**src/rtl/blur_pkg.sv**
```systemverilog
// Shared types and constants for the horizontal box-blur filter.
package blur_pkg;

   typedef enum logic [1:0] {
      MODE_BYPASS = 2'd0,
      MODE_RGB    = 2'd1,
      MODE_GREY   = 2'd2
   } mode_e;

   localparam logic [3:0] ADDR_MODE   = 4'd0;
   localparam logic [3:0] ADDR_TAPS   = 4'd1;
   localparam logic [3:0] ADDR_FRAMES = 4'd2;
   localparam logic [3:0] ADDR_ACTIVE = 4'd3;

   // TAPS is a power of two, so this is an exact log2.
   function automatic int log2_taps(input int taps);
      int r;
      r = 0;
      for (int i = 0; i < 31; i++) begin
         if ((32'd1 << i) < taps) r = i + 1;
      end
      return r;
   endfunction

endpackage

```
**src/rtl/box_blur_rgb_window.sv**
```systemverilog
// One channel's trailing window: TAPS-deep shift register plus running sum.
// avg_o is combinational from the incoming pixel; state advances only when en_i is set.
module blur_window
   import blur_pkg::*;
#(
   parameter int CH_W = 8,
   parameter int TAPS = 4
) (
   input  logic            clk,
   input  logic            reset,
   input  logic            en_i,
   input  logic            clamp_i,
   input  logic [CH_W-1:0] pix_i,
   output logic [CH_W-1:0] avg_o
);

   localparam int LG = log2_taps(TAPS);
   localparam int SW = CH_W + LG;

   logic [TAPS-1:0][CH_W-1:0] taps_q, taps_d;
   logic [SW-1:0]             sum_q, sum_d;

   always_comb begin
      taps_d = taps_q;
      sum_d  = sum_q;
      if (clamp_i) begin
         // Line start: pretend the first pixel extends left of the edge.
         for (int i = 0; i < TAPS; i++) taps_d[i] = pix_i;
         sum_d = SW'(pix_i) << LG;
      end else begin
         taps_d[0] = pix_i;
         for (int i = 1; i < TAPS; i++) taps_d[i] = taps_q[i-1];
         sum_d = sum_q + SW'(pix_i) - SW'(taps_q[TAPS-1]);
      end
   end

   assign avg_o = CH_W'(sum_d >> LG);

   always_ff @(posedge clk) begin
      if (reset) begin
         taps_q <= '0;
         sum_q  <= '0;
      end else if (en_i) begin
         taps_q <= taps_d;
         sum_q  <= sum_d;
      end
   end

endmodule

```
**src/rtl/box_blur_rgb.sv**
```systemverilog
// Avalon-ST horizontal box blur with MM-controlled mode; one-cycle registered output stage.
// Backpressure: sink_ready follows the output register (free or being drained this cycle).
module box_blur_rgb
   import blur_pkg::*;
#(
   parameter int TAPS     = 4,
   parameter int CH_W     = 8,
   parameter int CHANNELS = 3,
   parameter int IMAGE_W  = 640
) (
   input  logic                     clk,
   input  logic                     reset,
   input  logic [CHANNELS*CH_W-1:0] sink_data,
   input  logic                     sink_valid,
   input  logic                     sink_sop,
   input  logic                     sink_eop,
   output logic                     sink_ready,
   output logic [CHANNELS*CH_W-1:0] source_data,
   output logic                     source_valid,
   output logic                     source_sop,
   output logic                     source_eop,
   input  logic                     source_ready,
   input  logic                     s_chipselect,
   input  logic                     s_read,
   input  logic                     s_write,
   input  logic [3:0]               s_address,
   input  logic [31:0]              s_writedata,
   output logic [31:0]              s_readdata
);

   localparam int DW = CHANNELS * CH_W;
   localparam int CW = $clog2(IMAGE_W + 1);

   logic          src_valid_q, src_sop_q, src_eop_q;
   logic [DW-1:0] src_data_q, src_data_d;
   logic          is_video_q, is_video_d;
   logic [CW-1:0] col_q, col_d;
   logic [1:0]    mode_q, mode_d, active_mode_q, active_mode_d;
   logic [15:0]   frames_q, frames_d;
   logic [31:0]   rdata_q, rdata_d;
   logic          acc, sop_video, vid_beat;
   logic [CHANNELS-1:0][CH_W-1:0] avg;
   logic          unused_wdata;

   assign sink_ready   = ~reset && (~src_valid_q || source_ready);
   assign acc          = sink_valid && sink_ready;
   assign sop_video    = (sink_data[3:0] == 4'd0);
   assign vid_beat     = acc && ~sink_sop && is_video_q;
   assign unused_wdata = ^{s_writedata[31:2], 1'b0};

   for (genvar c = 0; c < CHANNELS; c++) begin : g_ch
      blur_window #(.CH_W(CH_W), .TAPS(TAPS)) u_win (
         .clk     (clk),
         .reset   (reset),
         .en_i    (vid_beat),
         .clamp_i (col_q == '0),
         .pix_i   (sink_data[c*CH_W +: CH_W]),
         .avg_o   (avg[c])
      );
   end

   always_comb begin
      is_video_d    = is_video_q;
      col_d         = col_q;
      mode_d        = mode_q;
      active_mode_d = active_mode_q;
      frames_d      = frames_q;
      rdata_d       = rdata_q;
      src_data_d    = sink_data;

      if (acc && sink_sop) begin
         is_video_d    = sop_video;
         col_d         = '0;
         active_mode_d = mode_q;
      end else if (vid_beat) begin
         col_d = (col_q == CW'(IMAGE_W - 1)) ? '0 : col_q + CW'(1);
         if (active_mode_q == MODE_RGB)       src_data_d = avg;
         else if (active_mode_q == MODE_GREY) src_data_d = {CHANNELS{avg[0]}};
      end

      if (acc && sink_eop && (sink_sop ? sop_video : is_video_q)) frames_d = frames_q + 16'd1;

      // A read in the same cycle wins; the write is dropped.
      if (s_chipselect && s_read) begin
         case (s_address)
            ADDR_MODE:   rdata_d = {30'd0, mode_q};
            ADDR_TAPS:   rdata_d = 32'(TAPS);
            ADDR_FRAMES: rdata_d = {16'd0, frames_q};
            ADDR_ACTIVE: rdata_d = {30'd0, active_mode_q};
            default:     rdata_d = '0;
         endcase
      end else if (s_chipselect && s_write && (s_address == ADDR_MODE)) begin
         mode_d = s_writedata[1:0];
      end
   end

   always_ff @(posedge clk) begin
      if (reset) begin
         src_valid_q   <= 1'b0;
         src_sop_q     <= 1'b0;
         src_eop_q     <= 1'b0;
         src_data_q    <= '0;
         is_video_q    <= 1'b0;
         col_q         <= '0;
         mode_q        <= MODE_RGB;
         active_mode_q <= MODE_RGB;
         frames_q      <= '0;
         rdata_q       <= '0;
      end else begin
         is_video_q    <= is_video_d;
         col_q         <= col_d;
         mode_q        <= mode_d;
         active_mode_q <= active_mode_d;
         frames_q      <= frames_d;
         rdata_q       <= rdata_d;
         if (sink_ready) begin
            src_valid_q <= sink_valid;
            if (acc) begin
               src_data_q <= src_data_d;
               src_sop_q  <= sink_sop;
               src_eop_q  <= sink_eop;
            end
         end
      end
   end

   assign source_valid = src_valid_q;
   assign source_sop   = src_sop_q;
   assign source_eop   = src_eop_q;
   assign source_data  = src_data_q;
   assign s_readdata   = rdata_q;

endmodule

```
**config.mk**
```make
export PLATFORM = sky130hd
export DESIGN_NAME = box_blur_rgb
export DESIGN_NICKNAME = d
export VERILOG_FILES = /design/src/rtl/blur_pkg.sv /design/src/rtl/box_blur_rgb_window.sv /design/src/rtl/box_blur_rgb.sv
export SDC_FILE = /design/constraint.sdc
export NUM_CORES = 1
export LEC_CHECK = 0
export CORE_MARGIN = 8
export CORE_UTILIZATION = 56
export DETAILED_ROUTE_END_ITERATION = 8
export PLACE_DENSITY = 0.8
export SLEW_MARGIN = 40
export SYNTH_ARGS = -nofsm -noshare
export SYNTH_HDL_FRONTEND = slang
export SYNTH_SLANG_ARGS = --single-unit
```
**constraint.sdc**
```tcl
create_clock -name clk -period 3.9 [get_ports clk]
set_input_delay 0.585 -clock clk [delete_from_list [all_inputs] [get_ports clk]]
set_output_delay 0.585 -clock clk [all_outputs]
set_load 0.005 [all_outputs]
```
=== After elaboration in Yosys (flattened, before gate mapping) ===
Cells that the tools add are included.

* Register bits after elaboration: 216
* Logic and storage cells: 73
* Input port bits: 69

* Equality and inequality tests: 6
* Add/subtract/negate cells: 8
* Reductions and logical operators: 17
* Bitwise gates (word level): 4
* Mux-type cells: 13

{| class="wikitable"
|+ Operators with widths
! cell !! count
|-
| $mux W24 || 4
|-
| $mux W32 || 3
|-
| $pmux W16 S4 || 1
|-
| $mux W10 || 4
|-
| $add A10 B8 Y10 || 3
|-
| $sub A10 B8 Y10 || 3
|-
| $add A16 B1 Y16 const B || 1
|-
| $add A10 B1 Y10 const B || 1
|-
| $eq A10 B10 Y1 const B || 1
|-
| $logic_and A1 B1 Y1 || 10
|-
| $logic_not A10 Y1 || 1
|-
| $eq A4 B2 Y1 const B || 2
|-
| $logic_not A4 Y1 || 2
|-
| $eq A4 B1 Y1 const B || 1
|-
| $not A1 Y1 || 4
|-
| $reduce_and A2 Y1 || 2
|-
| $eq A2 B1 Y1 const B || 1
|-
| $eq A2 B2 Y1 const B || 1
|-
| $reduce_or A2 Y1 || 1
|-
| $logic_or A1 B1 Y1 || 1
|-
| $mux W1 || 1
|}

=== Depth between registers and ports, before layout ===
Gate-level depths: netlist (run 1).

* Depth in word-level cells: 8
* Mapped depth: 13
* Gate-level depth less buffers: 13

=== By module ===
Synthesis (run 1) repeated with hierarchy kept, for this count alone.

* Cells, all modules: 1,374
* Area total of the unflattened synthesis: 11,414.7 µm²

{| class="wikitable"
|+ Modules (own cells, without submodules)
! module !! cells an instance !! area each (µm²) !! instances
|-
| box_blur_rgb || 492 || 3,988.8 || 1
|-
| blur_window at g_ch[1].u_win || 293 || 2,493.6 || 1
|-
| blur_window at g_ch[2].u_win || 295 || 2,483.6 || 1
|-
| blur_window at g_ch[0].u_win || 294 || 2,448.6 || 1
|}

=== Least setup slack after synthesis (run 1) ===
Ideal clock, no wire load.

* Path type: input to register
* Start: in sink_data[19]
* End: reg src_data_q[23], in the netlist source_data[23]
* Stages on the path: 11
* Library setup time: 74 ps
* Data required time: 3,826 ps
* Buffers on the path: 0
* Setup slack: 1,017 ps
* Arrival: 2,808 ps
* Path through: inv_1 fa_1 inv_1 ha_1 a21o_1 a221o_1 o31ai_2 o21ai_0 xnor2_1 nand2_1 a31oi_1

* Cells in the longest elaborated chain, start to end: 6

{| class="wikitable"
|+ RTL lines
! what !! RTL line !! RTL
|-
| from (decl) || box_blur_rgb.sv:13 || <nowiki>input logic [CHANNELS*CH_W-1:0] sink_data,</nowiki>
|-
| $add A10 B8 Y10 || box_blur_rgb_window.sv:33 || <nowiki>sum_d = sum_q + SW'(pix_i) - SW'(taps_q[TAPS-1]);</nowiki>
|-
| $sub A10 B8 Y10 || box_blur_rgb_window.sv:33 ||
|-
| $mux W10 || box_blur_rgb_window.sv:26 || <nowiki>if (clamp_i) begin</nowiki>
|-
| $mux W24 || box_blur_rgb.sv:77 || <nowiki>if (active_mode_q == MODE_RGB) src_data_d = avg;</nowiki>
|-
| $mux W24 || box_blur_rgb.sv:75 || <nowiki>end else if (vid_beat) begin</nowiki>
|-
| $mux W24 || box_blur_rgb.sv:71 || <nowiki>if (acc && sink_sop) begin</nowiki>
|-
| to (signal assigned) || box_blur_rgb.sv:119 || <nowiki>src_data_q <= src_data_d;</nowiki>
|-
| to (decl) || box_blur_rgb.sv:35 || <nowiki>logic [DW-1:0] src_data_q, src_data_d;</nowiki>
|}

No other way between the ends.
A chain may end at the register's enable or synchronous reset.

=== Worst setup path in the final report (run 1) ===
* Start: in sink_data[4]
* End: reg src_data_q[21], in the netlist source_data[21]

* Cells in the longest elaborated chain, start to end: 7

{| class="wikitable"
|+ RTL lines
! what !! RTL line !! RTL
|-
| $add A10 B8 Y10 || box_blur_rgb_window.sv:33 ||
|-
| $sub A10 B8 Y10 || box_blur_rgb_window.sv:33 ||
|-
| $mux W10 || box_blur_rgb_window.sv:26 ||
|-
| $mux W24 || box_blur_rgb.sv:78 || <nowiki>else if (active_mode_q == MODE_GREY) src_data_d = {CHANNELS{avg[0]}};</nowiki>
|-
| $mux W24 || box_blur_rgb.sv:77 ||
|-
| $mux W24 || box_blur_rgb.sv:75 ||
|-
| $mux W24 || box_blur_rgb.sv:71 ||
|}

No other way between the ends.

==> flow_summary.toml, run 1 <==
[sta]
slew_headroom = 0.559
hold_violations = 0
fmax_mhz = 304
fin_tns_setup_ps = 0
min_period_ps = 3290
rsz0062_at_grt = "no"
whs_ps = 457
finalSetupViolations = 0
clock_skew_ps = 13.3
fin_crit_sh = 0.843
worst_pin_slew_ps = 661
finalMaxSlewViolations = 0

[floorplan]
die_h_um = 151
die_area_um2 = 22900
coreArea_um2 = 18000
num_rows = 49
start_util = 0.571
fp.dieW_um = 151
boundaryPins = 129

[clocking]
worstSkewPairLatency_ps = 450
clock_sinks = 200
cts-htree-levels = 4
post_cts_buffers = 0
cts_resized = 0
cts_tree = "yes"
path_clk_slew_ps = 80
clockRootBuffer = "clkbuf_16"
numCtsBuffers = 17
postCtsHoldBufs = 0
clk_path_buf_depth = 2

[synth]
syn_area_um2 = 10300
synthFlopType = "dfxtp_1"
yosys.area.top_type = "dfxtp_1"
synth_edf_count = 0
yosysMostFrequentCell = "dfxtp_1"
synthCells = 1269
yosys_warnings = 0
ys_top_cells_by_area = "dfxtp_1 39%, nand2_1 6.7%, nor2_1 6.2%, a311oi_1 4.8%, fa_1 4.7%"
synth_top_area_share = 0.390
syn_avg_cell_area_um2 = 8.09
synth_cell_types = 61
async_reset_ff_frac = 0
yosysSeqAreaShare = 0.390
synth_common_cells = "200 x dfxtp_1, 183 x nand2_1, 169 x nor2_1"
ys_ff_latch = 200

[flow_run]
drv_cap = 0

[setup_path]
critPathSlowestCell = "clkdlybuf4s50_1"
endpoint_kind = "flip-flop"
crit_fanout = 4
path_cells = "clkdlybuf4s50_1, inv_1, fa_1, inv_1, ha_1, or3_1, o31ai_1, xor2_1, a21oi_1, a21oi_1, a221oi_1"
cpPeakStageDelay_ps = 530
cp.required_ps = 4250
path_class = "primary input to flip-flop"
critPathLaunchType = "primary input"
critPathArrivalTime_ps = 3640

[global_routing]
grt_pass1_wl_mm = 41.7
grt_max_degree = 76
grt_pass1_vias = 8464
grt_usage = 0.227
grt_overflow_total = 0
antenna_found_initial = 0

[worst_hold_path]
hold_path_class = "flip-flop to flip-flop"

[pwr]
p_leak_nw = 4.43
ir_worst_vdd_mv = 0.323
power_density_nw_per_um2 = 367

[layout]
layout-area-overhead-vs-synth_pct = 15.6
post_route_cells_drive_above_1_share = 0.0584
diodes = 0
multi_input_area_um2 = 5470
final_nets = 1449
regArea_um2 = 4000
fillers = 1491

[place]
globalplace.congestion = 0.861
io_buffers = 82
dp.final_hpwl_mm = 17.8

[drt]
first_pass_iters = 5
vias = 8942
wl_mm = 25.8
drc = 0
dr.first_iter.drc_count = 730
wl_per_cell_um = 16.5
avgViaCountPerCell = 5.71
ant_nets = 0

[outcome]
status = "finished, final reports clean"
-- cell type report --
cell class | count | share of cell area
tap | 229 | 0.0242
clock inverter | 15 | 0.0167
clock buffer | 17 | 0.0359
timing repair buffer | 113 | 0.0907
inverter | 107 | 0.0339
sequential | 200 | 0.338
multi-input combinational | 884 | 0.461
-- per-stage QoR --
| step | utilization | cells | power [mW] | worst slack [ps] | area, um^2 |
|---|---|---|---|---|---|
| 2_1_floorplan | - | 1284 | 2.40 | 1020 | 10300 |
| 3_3_place_gp | 0.626 | 1533 | 2.57 | 217 | 11200 |
| 3_5_place_dp | 0.626 | 1533 | 2.57 | 157 | 11200 |
| 4_1_cts | 0.660 | 1565 | 4.38 | 622 | 11900 |
| 5_1_grt | 0.660 | 1565 | 4.51 | 444 | 11900 |
| 6_report | 0.660 | 1565 | 4.36 | 611 | 11900 |
-- placed cells by master, fill, tap and decap left out, types with 30 or more instances in the layout --
master	instances
a211oi_1	34
a21oi_1	75
a311oi_1	56
buf_4	30
clkdlybuf4s50_1	81
dfxtp_1	200
ha_1	33
inv_1	107
nand2_1	183
nor2_1	169
o21ai_0	40
-- sequential cells by signal, summed over array words and instances (netlist names) --
| name | flops |
|---|---|
| is_video_q | 1 |
| s_readdata | 16 |
| active_mode_q | 2 |
| g_ch.u_win.sum_q | 30 |
| mode_q | 2 |
| source_sop | 1 |
| source_valid | 1 |
| source_eop | 1 |
| col_q | 10 |
| frames_q | 16 |
| source_data | 24 |
| g_ch.u_win.taps_q | 96 |
-- final timing paths --
| kind | startpoint | endpoint | slack (ps) | cells after the start |
|---|---|---|---|---|
| worst max-delay path | sink_data[4] | source_data[21] | 610 | 11 |
| worst min-delay path | g_ch[1].u_win.taps_q[7] | g_ch[1].u_win.taps_q[7] | 460 | 2 |
| worst max register to register | g_ch[0].u_win.sum_q[1] | source_data[21] | 990 | 11 |
| worst min register to register | g_ch[1].u_win.taps_q[7] | g_ch[1].u_win.taps_q[7] | 460 | 2 |
-- where the power goes --
group / internal [mW] / leakage (nW) / switching [mW] / total, mW
combinational: 0.197 / 2.52 / 0.255 / 0.452
sequential: 2.06 / 1.62 / 0.0200 / 2.08
clock: 0.885 / 0.297 / 0.939 / 1.82
total: 3.14 / 4.43 / 1.21 / 4.36
-- layer usage --
layer,part of all wire,GRT usage
met4,0.017,0.0708
met3,0.058,0.0484
met2,0.48,0.375
met5,0,0
met1,0.44,0.290
-- cells by family after synthesis --
| group | Yosys count | share of synthesized area |
|---|---|---|
| and+or+nand+nor | 464 | 0.196 |
| AOI/OAI and AO/OA | 295 | 0.197 |
| DFF | 200 | 0.390 |
| buffers and inverters | 200 | 0.0840 |
| adders and majority gates | 57 | 0.0871 |
| xor gates and xnor gates | 43 | 0.0367 |
| muxes | 9 | 0.00914 |
| other | 1 | 0.000365 |
-- worst max-delay path: cells and delay by family --
family                   cells  cell delay (ps)
buffers and inverters        3              660
adder cells (fa/ha/maj)      2              740
AND/OR/NAND/NOR              1              430
AO/OA/AOI/OAI                4             1120
XOR/XNOR                     1              110
No activity file was read; power rests on OpenSTA's default activity.
==> run 2, diff against run 1 <==
- clock period: 3.9 -> 3.3 ns (I/O delays scaled with it)
==> flow_summary.toml, run 2 (same netlist as run 1, synthesis figures left out) <==
[clocking]
path_clk_slew_ps = 80
worstSkewPairLatency_ps = 450
clk_path_buf_depth = 2
clockRootBuffer = "clkbuf_16"
cts-htree-levels = 4
post_cts_buffers = 0
numCtsBuffers = 17
clock_sinks = 200
cts_tree = "yes"

[layout]
regArea_um2 = 4000
final_common_cell = "dfxtp_1"
mostFrequentLayoutCells = "200 x dfxtp_1, 183 x nand2_1, 169 x nor2_1"
post_route_cells_drive_above_1_share = 0.0958
multi_input_area_um2 = 5490
final_nets = 1502
fillers = 1415
layout-area-overhead-vs-synth_pct = 19.1
diodes = 0
regMostFlops = "g_ch.u_win.taps_q"
largest_reg_flops = 96

[worst_hold_path]
hold_path_class = "primary input to flip-flop"
hold_start = "reset"

[setup_path]
cp.required_ps = 3680
crit_start = "sink_data[18]"
crit_fanout = 4
endpoint_kind = "flip-flop"
critPathLaunchType = "primary input"
path_class = "primary input to flip-flop"
critPathArrivalTime_ps = 3560
r2r_start = "g_ch[2].u_win.sum_q[2]"

[floorplan]
fp.dieW_um = 151
boundaryPins = 129
num_rows = 49
start_util = 0.571
coreArea_um2 = 18000
die_h_um = 151
die_area_um2 = 22900

[sta]
fin_tns_setup_ps = 0
hold_violations = 0
fmax_mhz = 314
min_period_ps = 3180
finalMaxSlewViolations = 0
slew_headroom = 0.472
clock_skew_ps = 10.4
worst_pin_slew_ps = 792
fin_crit_sh = 0.964
whs_ps = 447
finalSetupViolations = 0

[drt]
met3WireLength_mm = 1.77
dr_wl_met2_mm = 12.4
top_layer = "met4"
first_pass_iters = 6
dr.first_iter.drc_count = 764
drc = 0
vias = 9293
wl_mm = 26.2
ant_nets = 0
avgViaCountPerCell = 5.75
wl_per_cell_um = 16.2
wl_met1_mm = 11.4

[pwr]
p_leak_nw = 4.68
power_density_nw_per_um2 = 421
combPwrFrac = 0.119
ir_worst_vdd_mv = 0.483
intPower_mw = 3.74
power.switching_mw = 1.41
p_sw_frac = 0.274
p_seq_frac = 0.478
clkPwrFrac = 0.404

[global_routing]
grt_overflow_total = 0
grt_pass1_wl_mm = 42.9
antenna_found_initial = 0
grt_pass1_vias = 8827
grt_max_degree = 81
grt_usage = 0.233

[place]
io_buffers = 82
globalplace.congestion = 0.876
dp.final_hpwl_mm = 18.3

[flow_run]
drv_cap = 0

[outcome]
status = "finished, final reports clean"
run 2: area by class of cell:
type / count / share of cell area
Tap cell: 229 / 0.0234
Clock inverter: 14 / 0.0128
Clock buffer: 17 / 0.0348
Inverter: 107 / 0.0329
Multi-Input combinational cell: 884 / 0.449
Timing Repair Buffer: 166 / 0.120
Sequential cell: 200 / 0.328
run 2: worst paths after layout:
check | depth (start not counted) | slack, ps | endpoint
worst max-delay path | 12 | 120 | source_data[22]
worst min-delay path | 2 | 450 | s_readdata[13]
worst max register to register | 11 | 380 | source_data[22]
worst min register to register | 2 | 450 | source_eop
run 2: repair_timing:
action	4_1_cts	5_1_grt
setup endpoints to repair	0	6
hold buffers	0	0
gates resized for setup	0	4
run 2: per-layer routing:
metal / vias up / GRT usage
li1: 4533 / -
met1: 4389 / 0.296
met2: 324 / 0.382
met3: 47 / 0.0472
met4: 0 / 0.0891
met5: - / 0
run 2: stage by stage:
stage	instance area [um^2]	power (mW)	worst slack (ps)	util	std cells
2_1_floorplan	10300	2.84	507	-	1284
3_3_place_gp	11600	3.10	-219	0.647	1586
3_5_place_dp	11600	3.11	-356	0.647	1586
4_1_cts	12200	5.16	98.5	0.679	1617
5_1_grt	12200	5.34	-14.1	0.680	1617
6_report	12200	5.15	118	0.680	1617
run 2: critical path, cell delays in order:
cell	delay [ps]
clkdlybuf4s50_1	500
inv_1	90
fa_1	560
inv_1	50
ha_1	330
nor2b_1	140
o21ai_0	290
a21oi_1	180
o41ai_2	320
mux2i_1	300
a22oi_1	120
a21oi_1	170
run 2: power by group through the flow:
stage / clock network (mW) / logic, mW / registers, mW
2_1_floorplan: 0 / 0.333 / 2.51
3_3_place_gp: 0 / 0.584 / 2.52
3_5_place_dp: 0 / 0.595 / 2.52
4_1_cts: 2.10 / 0.601 / 2.46
5_1_grt: 2.21 / 0.670 / 2.46
6_report: 2.08 / 0.610 / 2.46
==> run 3, diff against run 2 <==
- GPL_TIMING_DRIVEN: not set -> 0
==> flow_summary.toml, run 3 (same netlist as run 1, synthesis figures left out) <==
[clocking]
cts_tree = "yes"
cts-htree-levels = 4
clk_path_buf_depth = 2
clock_sinks = 200
numCtsBuffers = 17
clockRootBuffer = "clkbuf_16"
path_clk_slew_ps = 70
post_cts_buffers = 0
postCtsHoldBufs = 0
worstSkewPairLatency_ps = 440

[floorplan]
fp.dieW_um = 151
start_util = 0.571
boundaryPins = 129
die_area_um2 = 22900
num_rows = 49
die_h_um = 151
coreArea_um2 = 18000

[pwr]
power.switching_mw = 1.33
p_seq_frac = 0.479
p_total_mw = 5.13
combPwrFrac = 0.113
ir_worst_vdd_mv = 0.393
p_sw_frac = 0.260
power_density_nw_per_um2 = 427
clkPwrFrac = 0.408
intPower_mw = 3.80
p_leak_nw = 4.56

[layout]
final_nets = 1510
layout-area-overhead-vs-synth_pct = 17.3
largest_reg_flops = 96
post_route_cells_drive_above_1_share = 0.0695
finalInstanceArea_um2 = 12000
mostFrequentLayoutCells = "200 x dfxtp_1, 183 x nand2_1, 169 x nor2_1"
final_util = 0.670
regMostFlops = "g_ch.u_win.taps_q"
final_common_cell = "dfxtp_1"
diodes = 0

[global_routing]
antenna_found_initial = 0
grt_pass1_wl_mm = 50.1
grt_pass1_vias = 9231
grt_usage = 0.284
grt_overflow_total = 0
grt_max_degree = 18

[place]
placed_area_um2 = 11400
io_buffers = 81
place_ws_ps = -602
globalplace.congestion = 0.994
dp.final_hpwl_mm = 23.5

[sta]
clock_skew_ps = 10.7
hold_violations = 0
fmax_mhz = 312
worst_pin_slew_ps = 804
rsz0062_at_grt = "no"
fin_crit_sh = 0.972
finalSetupViolations = 0
min_period_ps = 3210
post-route-worst-setup-slack_ps = 90.8
finalMaxSlewViolations = 0
slew_headroom = 0.464

[setup_path]
cp.required_ps = 3670
cp_top_family = "compound AO/OA/AOI/OAI gates"
critPathLaunchType = "primary input"
crit_start = "sink_data[17]"
endpoint_kind = "flip-flop"
critPathArrivalTime_ps = 3570
path_class = "primary input to flip-flop"
crit_top_cell = "inv_1"
cpPeakStageDelay_ps = 600
crit_buf_inv = 3
r2r_start = "g_ch[0].u_win.sum_q[1]"
path_cells = "clkdlybuf4s50_1, inv_1, fa_1, inv_1, ha_1, a21o_1, a221o_1, xor2_1, nand3_1, a22oi_1, a311oi_1, o21ai_0"
crit_fanout = 4
critPathSlowestCell = "fa_1"

[drt]
wl_per_cell_um = 19.8
wl_mm = 32.1
first_pass_iters = 6
vias = 9736
avgViaCountPerCell = 5.99
drc = 0
dr.first_iter.drc_count = 1063
ant_nets = 0

[outcome]
status = "finished, final reports clean"

[worst_hold_path]
hold_start = "sink_sop"
hold_path_class = "primary input to flip-flop"

[flow_run]
drv_cap = 0
[run 3: cell types whose count changed in the layout (fill, tap and decap cells not counted), sizes merged]
cell and change:
buf -38, bufinv +2, clkbuf +47, clkdlybuf4s50 -3
clkinvlp +1, dlygate4sd2 +1, dlymetal6s2s +2, inv -4
[run 3: area by class of cell]
class	instances	area, um^2
sequential	200	4000
timing repair buffer	81	815
clock inverter	13	146
buffer	93	465
fill	1508	5930
inverter	107	402
multi-input combinational	884	5490
tap	229	287
clock buffer	18	429
[run 3: worst paths after layout]
kind / to / slack, ps / cells past startpoint
max: source_data[19] / 90 / 12
min: is_video_q / 400 / 3
max reg2reg: source_data[15] / 430 / 11
min reg2reg: source_sop / 460 / 2
[run 3: timing repair]
| action | 4_1_cts | 5_1_grt |
|---|---|---|
| setup endpoints to repair | 13 | 10 |
| gates resized for setup | 9 | 7 |
| pin swaps | 0 | 2 |
[run 3: stage by stage]
stage          instances  TNS [ps]  hold WS [ps]
2_1_floorplan       1284         0           432
3_3_place_gp        1594    -11770           441
3_5_place_dp        1594    -12700           447
4_1_cts             1625         0           389
5_1_grt             1625         0           398
6_report            1625         0           400
[run 3: per-layer routing]
layer,global-route usage,routed length [um]
met3,0.0687,3450
met5,0,0
met2,0.436,14300
met4,0.138,1430
met1,0.367,13000
[run 3: tightest hold or removal path: stages]
cell and delay, ps:
buf_2 150, nand3_1 80, a21oi_1 60
[run 3: power groups by stage]
stage          Sequential [mW]  Combinational [mW]  Clock [mW]
6_report                  2.46               0.578        2.10
3_5_place_dp              2.51               0.555           0
3_3_place_gp              2.51               0.547           0
4_1_cts                   2.46               0.562        2.09
2_1_floorplan             2.51               0.333           0
5_1_grt                   2.46               0.630        2.20
